**src/rtl/truth_sweep_ctrl.sv**
```systemverilog
// -----------------------------------------------------------------------------
// truth_sweep_ctrl
//
// Purpose:
//   Drives an exhaustive sweep of all 2^N input vectors into two
//   implementations of the same Boolean function. It compares their outputs
//   once per vector and reports the mismatch count, the first failing vector
//   and an overall pass flag. Each vector is held for SETTLE+1 cycles. The
//   compare uses the last edge of that window.
//
// Parameters:
//   N       number of function inputs (the sweep covers 2^N vectors)
//   SETTLE  extra wait cycles per vector before the compare (0..15)
//
// Ports:
//   clk           single clock, rising edge
//   reset         synchronous, active-high; returns to IDLE with outputs at 0
//   start         request a sweep; accepted only in IDLE
//   abort         cancel a sweep in progress (RUN only)
//   r_a, r_b      outputs of implementations A and B for the current vec
//   vec           registered input vector driven to both implementations
//   busy          high while sweeping (RUN)
//   done          one-cycle pulse at normal completion
//   mismatch_cnt  number of compared vectors where r_a != r_b
//   first_bad     first vector that mismatched
//   first_valid   first_bad holds a captured vector
//   pass          last sweep completed with zero mismatches
// -----------------------------------------------------------------------------
module truth_sweep_ctrl #(
  parameter int N      = 2,
  parameter int SETTLE = 0
) (
  input  logic         clk,
  input  logic         reset,
  input  logic         start,
  input  logic         abort,
  input  logic         r_a,
  input  logic         r_b,
  output logic [N-1:0] vec,
  output logic         busy,
  output logic         done,
  output logic [N:0]   mismatch_cnt,
  output logic [N-1:0] first_bad,
  output logic         first_valid,
  output logic         pass
);

  typedef enum logic [1:0] {
    S_IDLE,
    S_RUN,
    S_DONE
  } state_t;

  localparam logic [3:0]   SETTLE_INIT = 4'(SETTLE);
  localparam logic [N-1:0] VEC_LAST    = '1;

  state_t       r_state,       w_state;
  logic [N-1:0] r_vec,         w_vec;
  logic [3:0]   r_settle,      w_settle;
  logic [N:0]   r_cnt,         w_cnt;
  logic [N-1:0] r_first_bad,   w_first_bad;
  logic         r_first_valid, w_first_valid;
  logic         r_pass,        w_pass;
  logic         w_mismatch;

  // r_a/r_b are outputs of the implementations for the current r_vec. They
  // are used directly, with no input register, so the compare sees the
  // response to the vector held during this window.
  assign w_mismatch = r_a ^ r_b;

  // Next-state and next-value logic.
  always_comb begin
    // NOTE: every signal written here gets a default first, so a path that
    // does not assign it cannot infer a latch.
    w_state       = r_state;
    w_vec         = r_vec;
    w_settle      = r_settle;
    w_cnt         = r_cnt;
    w_first_bad   = r_first_bad;
    w_first_valid = r_first_valid;
    w_pass        = r_pass;

    unique case (r_state)
      S_IDLE: begin
        if (start) begin
          w_state       = S_RUN;
          w_vec         = '0;
          w_settle      = SETTLE_INIT;
          w_cnt         = '0;
          w_first_bad   = '0;
          w_first_valid = 1'b0;
          w_pass        = 1'b0;
        end
      end

      S_RUN: begin
        if (abort) begin
          // Partial results are kept. pass stays 0 from the start-accept.
          w_state = S_IDLE;
        end else if (r_settle != 4'd0) begin
          w_settle = r_settle - 4'd1;
        end else begin
          if (w_mismatch) begin
            w_cnt = r_cnt + 1'b1;
            if (!r_first_valid) begin
              w_first_bad   = r_vec;
              w_first_valid = 1'b1;
            end
          end
          if (r_vec == VEC_LAST) begin
            // pass uses the count that includes this final compare.
            w_state = S_DONE;
            w_pass  = (w_cnt == '0);
          end else begin
            w_vec    = r_vec + 1'b1;
            w_settle = SETTLE_INIT;
          end
        end
      end

      S_DONE: begin
        w_state = S_IDLE;
      end

      default: begin
        w_state = S_IDLE;
      end
    endcase
  end

  // State register.
  always_ff @(posedge clk) begin
    // NOTE: sequential state uses non-blocking assignments only. All
    // registers then update together from the values sampled at the edge.
    if (reset) begin
      r_state       <= S_IDLE;
      r_vec         <= '0;
      r_settle      <= 4'd0;
      r_cnt         <= '0;
      r_first_bad   <= '0;
      r_first_valid <= 1'b0;
      r_pass        <= 1'b0;
    end else begin
      r_state       <= w_state;
      r_vec         <= w_vec;
      r_settle      <= w_settle;
      r_cnt         <= w_cnt;
      r_first_bad   <= w_first_bad;
      r_first_valid <= w_first_valid;
      r_pass        <= w_pass;
    end
  end

  assign vec          = r_vec;
  assign busy         = (r_state == S_RUN);
  assign done         = (r_state == S_DONE);
  assign mismatch_cnt = r_cnt;
  assign first_bad    = r_first_bad;
  assign first_valid  = r_first_valid;
  assign pass         = r_pass;

endmodule
```
**config.mk**
```make
export PLATFORM = sky130hd
export DESIGN_NAME = truth_sweep_ctrl
export DESIGN_NICKNAME = d
export VERILOG_FILES = /design/src/rtl/truth_sweep_ctrl.sv
export SDC_FILE = /design/constraint.sdc
export NUM_CORES = 1
export LEC_CHECK = 0
export BUFFER_PORTS_ARGS = -buffer_cell sky130_fd_sc_hd__buf_4
export CORE_ASPECT_RATIO = 0.9
export CORE_MARGIN = 2
export CORE_UTILIZATION = 47
export CTS_CLUSTER_DIAMETER = 30
export DETAILED_ROUTE_END_ITERATION = 10
export PLACE_DENSITY_LB_ADDON = 0.08
export SLEW_MARGIN = 10
export SYNTH_ARGS = -nofsm -noshare
export SYNTH_HDL_FRONTEND = slang
export SYNTH_SLANG_ARGS = --single-unit
```
**constraint.sdc**
```tcl
create_clock -name clk -period 1.6 [get_ports clk]
set_input_delay 0.08 -clock clk [delete_from_list [all_inputs] [get_ports clk]]
set_output_delay 0.08 -clock clk [all_outputs]
set_load 0.1 [all_outputs]
```
==> impl_metrics.toml, run 1 <==
[flow_run]
drv_cap = 0

[yosys]
synth_area_um2 = 836
avgSynthCellArea_um2 = 9.29
synth_top_area_cell = "dfxtp_1"
synth_seq_cells = 15
yosysWarningCount = 0
netlist_top_cells_area = "dfxtp_1 (36%), ha_1 (6.0%), a21oi_1 (4.8%), o21ai_0 (3.6%), a21o_1 (2.7%)"
synth_cells = 90
synth_nets = 100
synth_top_area_share = 0.359
seq_area_frac_synth = 0.359
synth_cell_types = 38

[clock_network]
clk_transition_reported_paths_ns = 0.09
insertion_delay_ns = 0.29
postCtsHoldBufs = 0
clk_path_buf_depth = 2
clock_sinks = 15
tritoncts.num_buffers = 3
cts-root-buf = "clkbuf_4"
cts_tree = "done"
htree_levels = 1

[power]
powerDensity_nw_per_um2 = 786
p_seq_frac = 0.431
ir_worst_vdd_uv = 563
power_frac_clock = 0.245
p_leak_nw = 0.487
combPwrFrac = 0.324
swShare = 0.341
p_switching_w = 0.000318
p_int_w = 0.000614

[min_path]
hold_class = "input pin to flip-flop"
hold_end = "first_bad[0]"
worst_hold_path.num_cells = 2
holdCritStartpoint = "reset"

[finish]
regArea_um2 = 313
finalNetCount = 133
n_fill_cell = 136
drive_gt1_frac = 0.475
final_area_um2 = 1190
multiInputGateArea_um2 = 569
final_cell_mix = "buf_4 (29), dfxtp_1 (9), a21oi_1 (6), nand2_1 (5)"
n_antenna_cell = 0
area_growth_syn_to_layout_pct = 41.9
final_util = 0.713
layout_commonest_cell = "buf_4"

[sta]
fmax_mhz = 602
fin_skew_ns = 0.00332
layout_setup_ws_ns = -0.0599
setup_viol = 5
grt_setup_unrepaired = "true"
period_share = 1.04
post-route-min-period_ns = 1.66
worst_slew_pin_slew_ns = 0.532
finalHoldViolCount = 0
slew_violations = 0
relSlewSlack = 0.643

[detailed_routing]
ant_nets = 0
drtPass1Iterations = 4
route.detailed.drc = 0
wl_per_cell_um = 13.0
routed_wl_um = 1900
viasPerCell = 5.57
num_vias = 813
first_iter_violations = 8

[worst_setup_path]
critPathLaunch = "r_settle[0]"
criticalPathCategory = "flip-flop to flip-flop"
required_ns = 1.77
r2r-start = "r_settle[0]"
cp_max_fo = 6
reg2regPathDepth = 6
rrSetupSlack_ns = -0.06
endpoint_kind = "flip-flop"
start_kind = "flip-flop"
critical_path_arrival_ns = 1.83
rr_endpoint = "mismatch_cnt[2]"

[global_route]
grt_pass1_wl_um = 3080
met1_usage = 0.251
top_usage_layer = "met2"
grt_pass1_vias = 686
use_met2 = 0.297
track_usage = 0.187
use_met3 = 0.0345
grt_max_degree = 15
overflow = 0
antenna_found_initial = 0

[floorplan]
die_w_um = 48.5
core_um2 = 1660
die_area_um2 = 2130
dieHeight_um = 44.0
core.rowCount = 14
start_util = 0.502
io_pins = 17

[status]
status = "finished with violations"
violations = "negative setup slack"

[place]
placed_area_um2 = 1060
gp_congestion = 0.827
port_buffers = 16
dp_hpwl_um = 1340
## critical path: stages, from the launching register on
cell      delay (ns)
dfxtp_2         0.34
inv_2           0.07
ha_4            0.13
or3b_4          0.44
buf_4           0.17
a221oi_2        0.28
a211oi_1        0.11
## through the flow
| stage | setup slack, ns | total power [W] | hold slack [ns] | cells | TNS, ns |
|---|---|---|---|---|---|
| 5_1_grt | -0.112 | 0.000968 | 0.0598 | 146 | -0.656 |
| 2_1_floorplan | -0.0129 | 0.000587 | 0.170 | 90 | -0.0163 |
| 3_3_place_gp | -0.107 | 0.000647 | 0.360 | 138 | -0.726 |
| 6_report | -0.0599 | 0.000932 | 0.0461 | 146 | -0.161 |
| 3_5_place_dp | -0.153 | 0.000649 | 0.359 | 138 | -1.25 |
| 4_1_cts | 0.00158 | 0.000891 | 0.0417 | 143 | 0 |
## logic make-up (layout without fill, tap and decap cells)
group,count (synthesis),count (layout),share of synthesized area
xor+xnor,3,3,0.0314
mux,1,1,0.0120
buf+inv,5,37,0.0359
simple gates,31,31,0.248
flops,15,15,0.359
compound gates,31,31,0.253
fa+ha+maj,4,4,0.0599
## per-layer routing
layer	up-vias	share of wire
li1	404	-
met1	379	0.46
met2	26	0.47
met3	4	0.053
met4	0	0.016
met5	-	0
## how the worst max path moves through the flow
stage               depth (start not counted)  slack [ns]               to
floorplan                                   7       -0.01           vec[1]
global placement                            6       -0.11           vec[1]
detailed placement                          6       -0.15           vec[1]
CTS                                         6       0.002  mismatch_cnt[0]
global route                                6       -0.11  mismatch_cnt[2]
finish                                      6       -0.06  mismatch_cnt[2]
## power groups by stage
stage               registers (W)  clock network (W)  logic, W
floorplan                0.000437                  0  0.000150
global placement         0.000407                  0  0.000240
detailed placement       0.000407                  0  0.000241
CTS                      0.000400           0.000231  0.000260
global route             0.000405           0.000243  0.000321
finish                   0.000402           0.000228  0.000302
## repair_timing
| item | in CTS | in global routing |
|---|---|---|
| buffers inserted | 1 | 3 |
| setup endpoints to repair | 11 | 11 |
| pin swaps | 4 | 11 |
| resized for setup | 8 | 11 |
| endpoints found under the hold margin | 0 | 0 |
## flip-flops by register name (all words and copies together) (netlist names)
register and count:
first_valid 1, first_bad 2, vec 2, r_state 2
r_settle 4, mismatch_cnt 3, pass 1
## cell usage after synthesis, drive strengths merged
cell	instances
nor2	4
mux2i	1
a21oi	9
o31a	1
or3b	2
nand3	2
clkbuf	1
inv	2
nor4	1
nor3	2
nand2	6
a32o	2
a211oi	2
or4	1
dfxtp	15
or3	2
xnor2	1
o31ai	2
a31oi	3
nand4b	1
nand3b	1
and2b	1
a221oi	2
nand2b	3
a21o	3
a311oi	1
nor2b	2
ha	4
and3	1
o21ai	6
nor3b	2
buf	2
xor2	2
## layout make-up
type,count,area share
Inverter,2,0.00633
Sequential cell,15,0.264
Tap cell,24,0.0253
Timing Repair Buffer,31,0.203
Multi-Input combinational cell,70,0.480
Clock buffer,4,0.0222
No activity file was read; power rests on OpenSTA's default activity.
==> inputs of run 2 (changes only) <==
--- a/config.mk
+++ b/config.mk
@@ -16,3 +16,4 @@
 export SYNTH_ARGS = -nofsm -noshare
 export SYNTH_HDL_FRONTEND = slang
 export SYNTH_SLANG_ARGS = --single-unit
+export TNS_END_PERCENT = 50
==> run 2 against run 1 <==
The flow still finishes with violations (negative setup slack); sequential share of layout area up 1.1 points; final cell count down 0.68%; global-route usage up 1.3 points; sequential power about the same; largest power group unchanged; critical path depth up 1; sequential cell count unchanged; power down 3.4%; non-clock buffer count down 1; clock power down 2%; largest cell class unchanged; maximum frequency up 1.9%; register-to-register slack better by 0.03 ns.
==> impl_metrics.toml, run 2 (synthesis gave the netlist of run 1 again) <==
[status]
status = "finished with violations"
violations = "negative setup slack"

[place]
gp_congestion = 0.828
dp_hpwl_um = 1450
port_buffers = 16

[worst_setup_path]
start_kind = "flip-flop"
criticalPathCategory = "flip-flop to flip-flop"
r2r-start = "r_settle[1]"
required_ns = 1.79
cp_max_fo = 6
critical_path_arrival_ns = 1.82
slowest_stage = "or3b_4"
critPathLaunch = "r_settle[1]"
cp_cell_sequence = "inv_2 > ha_4 > or3b_4 > buf_6 > o31a_1 > o21ai_1 > a21oi_1"
endpoint_kind = "flip-flop"
max_stage_delay_ns = 0.38
cp_top_family = "compound AO/OA/AOI/OAI gates"
crit_buf_inv = 2

[sta]
slew_violations = 0
fmax_mhz = 614
layout_setup_ws_ns = -0.0288
relSlewSlack = 0.767
worst_slew_pin_slew_ns = 0.347
grt_setup_unrepaired = "true"
period_share = 1.02
setup_viol = 6
post-route-min-period_ns = 1.63
finalHoldViolCount = 0
setup_tns_ns = -0.0997
fin_skew_ns = 0.00483

[detailed_routing]
dr_wl_met3_um = 73
m1WireLength_um = 974
wl_met2_um = 900
top_layer_used = "met4"
viasPerCell = 5.39
num_vias = 782
wl_per_cell_um = 13.5
route.detailed.drc = 0
first_iter_violations = 9
ant_nets = 0
drtPass1Iterations = 4
routed_wl_um = 1960

[power]
total_power_w = 0.000900
ir_worst_vdd_uv = 549
swShare = 0.330
power_frac_clock = 0.247
powerDensity_nw_per_um2 = 791
p_seq_frac = 0.443
p_switching_w = 0.000297
p_int_w = 0.000603
p_leak_nw = 0.476
combPwrFrac = 0.309

[finish]
finalNetCount = 132
largest_reg_flops = 4
layout_commonest_cell = "buf_4"
regArea_um2 = 313
final_cell_mix = "buf_4 (29), dfxtp_1 (9), a21oi_1 (7), nand2_1 (6)"
n_fill_cell = 145
n_antenna_cell = 0
largest_register = "r_settle"
multiInputGateArea_um2 = 532
drive_gt1_frac = 0.438
area_growth_syn_to_layout_pct = 36.1

[min_path]
hold_class = "input pin to flip-flop"
holdCritStartpoint = "reset"

[floorplan]
die_w_um = 48.5
io_pins = 17
core.rowCount = 14
core_um2 = 1660
dieHeight_um = 44.0
die_area_um2 = 2130
start_util = 0.502

[clock_network]
htree_levels = 1
tritoncts.num_buffers = 3
insertion_delay_ns = 0.29
cts-root-buf = "clkbuf_4"
cts_tree = "done"
clk_path_buf_depth = 2
clk_transition_reported_paths_ns = 0.09
clock_sinks = 15

[flow_run]
drv_cap = 0

[global_route]
grt_pass1_vias = 756
antenna_found_initial = 0
grt_max_degree = 15
track_usage = 0.200
overflow = 0
grt_pass1_wl_um = 3270
==> run 2: changes by cell type in the layout (fill, tap and decap cells not counted), sizes merged <==
cell	delta
buf	-1
==> run 2: layout make-up <==
cell class,count,share of cell area
inverter,2,0.00660
sequential,15,0.275
tap,24,0.0264
multi-input combinational,70,0.468
clock buffer,4,0.0231
timing repair buffer,30,0.201
==> run 2: final timing paths <==
| kind | endpoint | slack, ns | cells past startpoint |
|---|---|---|---|
| worst max-delay path | first_bad[1] | -0.03 | 7 |
| worst min-delay path | r_settle[1] | 0.05 | 2 |
| worst max register to register | first_bad[1] | -0.03 | 7 |
| worst min register to register | first_bad[0] | 0.49 | 2 |
==> run 2: timing repair <==
action / 4_1_cts / 5_1_grt
cloned: 0 / 0
hold buffers: 0 / 0
endpoints found under the setup margin: 11 / 12
pin swaps: 9 / 1
setup buffers: 1 / 0
resized for setup: 12 / 1
==> run 2: stage by stage <==
stage                     hold WS, ns  utilization  instance area, um^2  setup WS, ns  instances
after global placement          0.356        0.644                 1070        -0.103        140
after floorplan                 0.170            -                  846       -0.0592         90
after global routing           0.0558        0.683                 1140        -0.129        145
after detailed placement        0.362        0.644                 1070        -0.130        140
final                          0.0511        0.683                 1140       -0.0288        145
after CTS                      0.0470        0.682                 1130       -0.0306        145
==> run 2: layer usage <==
| metal | GRT usage | vias to the layer above |
|---|---|---|
| met5 | 0 | - |
| met1 | 0.268 | 361 |
| li1 | - | 401 |
| met4 | 0.0686 | 0 |
| met3 | 0.0345 | 2 |
| met2 | 0.333 | 18 |
==> run 2: power groups by stage <==
stage	Clock, W	Sequential, W	Combinational [W]
5_1_grt	0.000240	0.000401	0.000300
3_3_place_gp	0	0.000406	0.000251
3_5_place_dp	0	0.000406	0.000255
2_1_floorplan	0	0.000437	0.000145
4_1_cts	0.000224	0.000399	0.000276
6_report	0.000223	0.000399	0.000278
==> inputs of run 3 (changes only) <==
--- a/config.mk
+++ b/config.mk
@@ -8,10 +8,11 @@
 export BUFFER_PORTS_ARGS = -buffer_cell sky130_fd_sc_hd__buf_4
 export CORE_ASPECT_RATIO = 0.9
 export CORE_MARGIN = 2
-export CORE_UTILIZATION = 47
+export CORE_UTILIZATION = 52
 export CTS_CLUSTER_DIAMETER = 30
 export DETAILED_ROUTE_END_ITERATION = 10
 export PLACE_DENSITY_LB_ADDON = 0.08
+export RECOVER_POWER = 25
 export SLEW_MARGIN = 10
 export SYNTH_ARGS = -nofsm -noshare
 export SYNTH_HDL_FRONTEND = slang
==> constraint.sdc (replaced) <==
create_clock -name clk -period 1.5 [get_ports clk]
set_input_delay 0.075 -clock clk [delete_from_list [all_inputs] [get_ports clk]]
set_output_delay 0.075 -clock clk [all_outputs]
set_load 0.1 [all_outputs]
==> run 3 against run 2 <==
The run still ends with negative setup slack left; final cell count is the same; non-clock buffer count grew 2; setup slack lost 0.027 ns; sequential power grew 6.5%; largest power group unchanged; highest routed layer unchanged.
==> impl_metrics.toml, run 3 (synthesis gave the netlist of run 1 again) <==
[place]
port_buffers = 16
placed_area_um2 = 1080
place_ws_ns = -0.171
dp_hpwl_um = 1380
gp_congestion = 0.856
placedCellCount = 136

[sta]
setup_viol = 11
slew_violations = 0
post-route-min-period_ns = 1.56
setup_tns_ns = -0.466
layout_setup_ws_ns = -0.0558
finalHoldViolCount = 0
hold_slack_ns = 0.0488
grt_setup_unrepaired = "true"
relSlewSlack = 0.642
worst_slew_pin_slew_ns = 0.539
period_share = 1.04
fin_skew_ns = 0.00276
fmax_mhz = 643

[worst_setup_path]
critPathLaunch = "r_settle[1]"
required_ns = 1.68
crit_buf_inv = 1
start_kind = "flip-flop"
cp_cell_sequence = "inv_2 > ha_4 > or3b_4 > o21ai_2 > a21o_1 > mux2i_1"
critical_path_arrival_ns = 1.73
r2r-start = "r_settle[1]"
criticalPathCategory = "flip-flop to flip-flop"
max_stage_delay_ns = 0.43
endpoint_kind = "flip-flop"
cp_max_fo = 6
slowest_stage = "or3b_4"
cp_top_family = "simple AND/OR/NAND/NOR gates"

[clock_network]
cts_tree = "done"
tritoncts.num_buffers = 3
insertion_delay_ns = 0.28
clk_path_buf_depth = 2
postCtsHoldBufs = 0
clock_sinks = 15
cts-root-buf = "clkbuf_4"
htree_levels = 1
clk_transition_reported_paths_ns = 0.09

[detailed_routing]
num_vias = 799
route.detailed.drc = 0
first_iter_violations = 12
routed_wl_um = 2030
wl_per_cell_um = 14.0
viasPerCell = 5.51
ant_nets = 0
drtPass1Iterations = 3

[global_route]
grt_pass1_vias = 773
track_usage = 0.226
grt_pass1_wl_um = 3160
overflow = 0
antenna_found_initial = 0
grt_max_degree = 15

[floorplan]
die_area_um2 = 1940
io_pins = 17
start_util = 0.565
dieHeight_um = 42.0
core_um2 = 1480
die_w_um = 46.3
core.rowCount = 13

[finish]
multiInputGateArea_um2 = 556
final_area_um2 = 1170
fin_cells = 145
drive_gt1_frac = 0.472
finalNetCount = 134
largest_register = "r_settle"
regArea_um2 = 318
layout_commonest_cell = "buf_4"
n_antenna_cell = 0
largest_reg_flops = 4
final_cell_mix = "buf_4 (28), dfxtp_1 (9), a21oi_1 (8), nand2_1 (6), dfxtp_4 (4)"
n_fill_cell = 104
area_growth_syn_to_layout_pct = 40.6

[status]
violations = "negative setup slack"
status = "finished with violations"

[min_path]
hold_class = "input pin to flip-flop"
holdCritStartpoint = "reset"

[power]
powerDensity_nw_per_um2 = 834
p_leak_nw = 0.487
ir_worst_vdd_uv = 682

[flow_run]
drv_cap = 0
==> run 3: changes by cell type in the layout (fill, tap and decap cells not counted), sizes merged <==
cell    previous run  this run
buf               30        29
clkbuf             4         7
==> run 3: metrics by stage <==
stage | power [W] | util
2_1_floorplan | 0.000631 | -
3_3_place_gp | 0.000696 | 0.730
3_5_place_dp | 0.000701 | 0.730
4_1_cts | 0.000957 | 0.775
5_1_grt | 0.00102 | 0.794
6_report | 0.000980 | 0.794
==> run 3: timing repair <==
action                     4_1_cts  5_1_grt
gates resized for setup          4        4
pin swaps                        2        8
setup endpoints to repair       11       11
setup buffers                    3        2
==> run 3: layout make-up <==
class                   count  share of cell area
inverters                   2             0.00639
clock buffers               4              0.0224
flip-flops and latches     15               0.270
repair buffers             32               0.204
well taps                  22              0.0234
multi-input cells          70               0.473
==> run 3: worst paths after layout <==
path | to | slack (ns) | cells after the start
setup / recovery | vec[0] | -0.06 | 6
hold / removal | r_settle[1] | 0.05 | 2
setup reg to reg | vec[0] | -0.06 | 6
hold reg to reg | vec[0] | 0.48 | 1
==> run 3: power breakdown <==
part	internal [W]	total [W]	switching, W
logic	0.000139	0.000319	0.000180
registers	0.000408	0.000425	0.0000166
clock network	0.000103	0.000236	0.000133
==> run 3: routing by layer <==
layer / GRT usage / vias up / share of wire
li1: - / 406 / -
met1: 0.259 / 373 / 0.43
met2: 0.383 / 18 / 0.52
met3: 0.0776 / 2 / 0.038
met4: 0.0686 / 0 / 0.0064
met5: 0 / - / 0
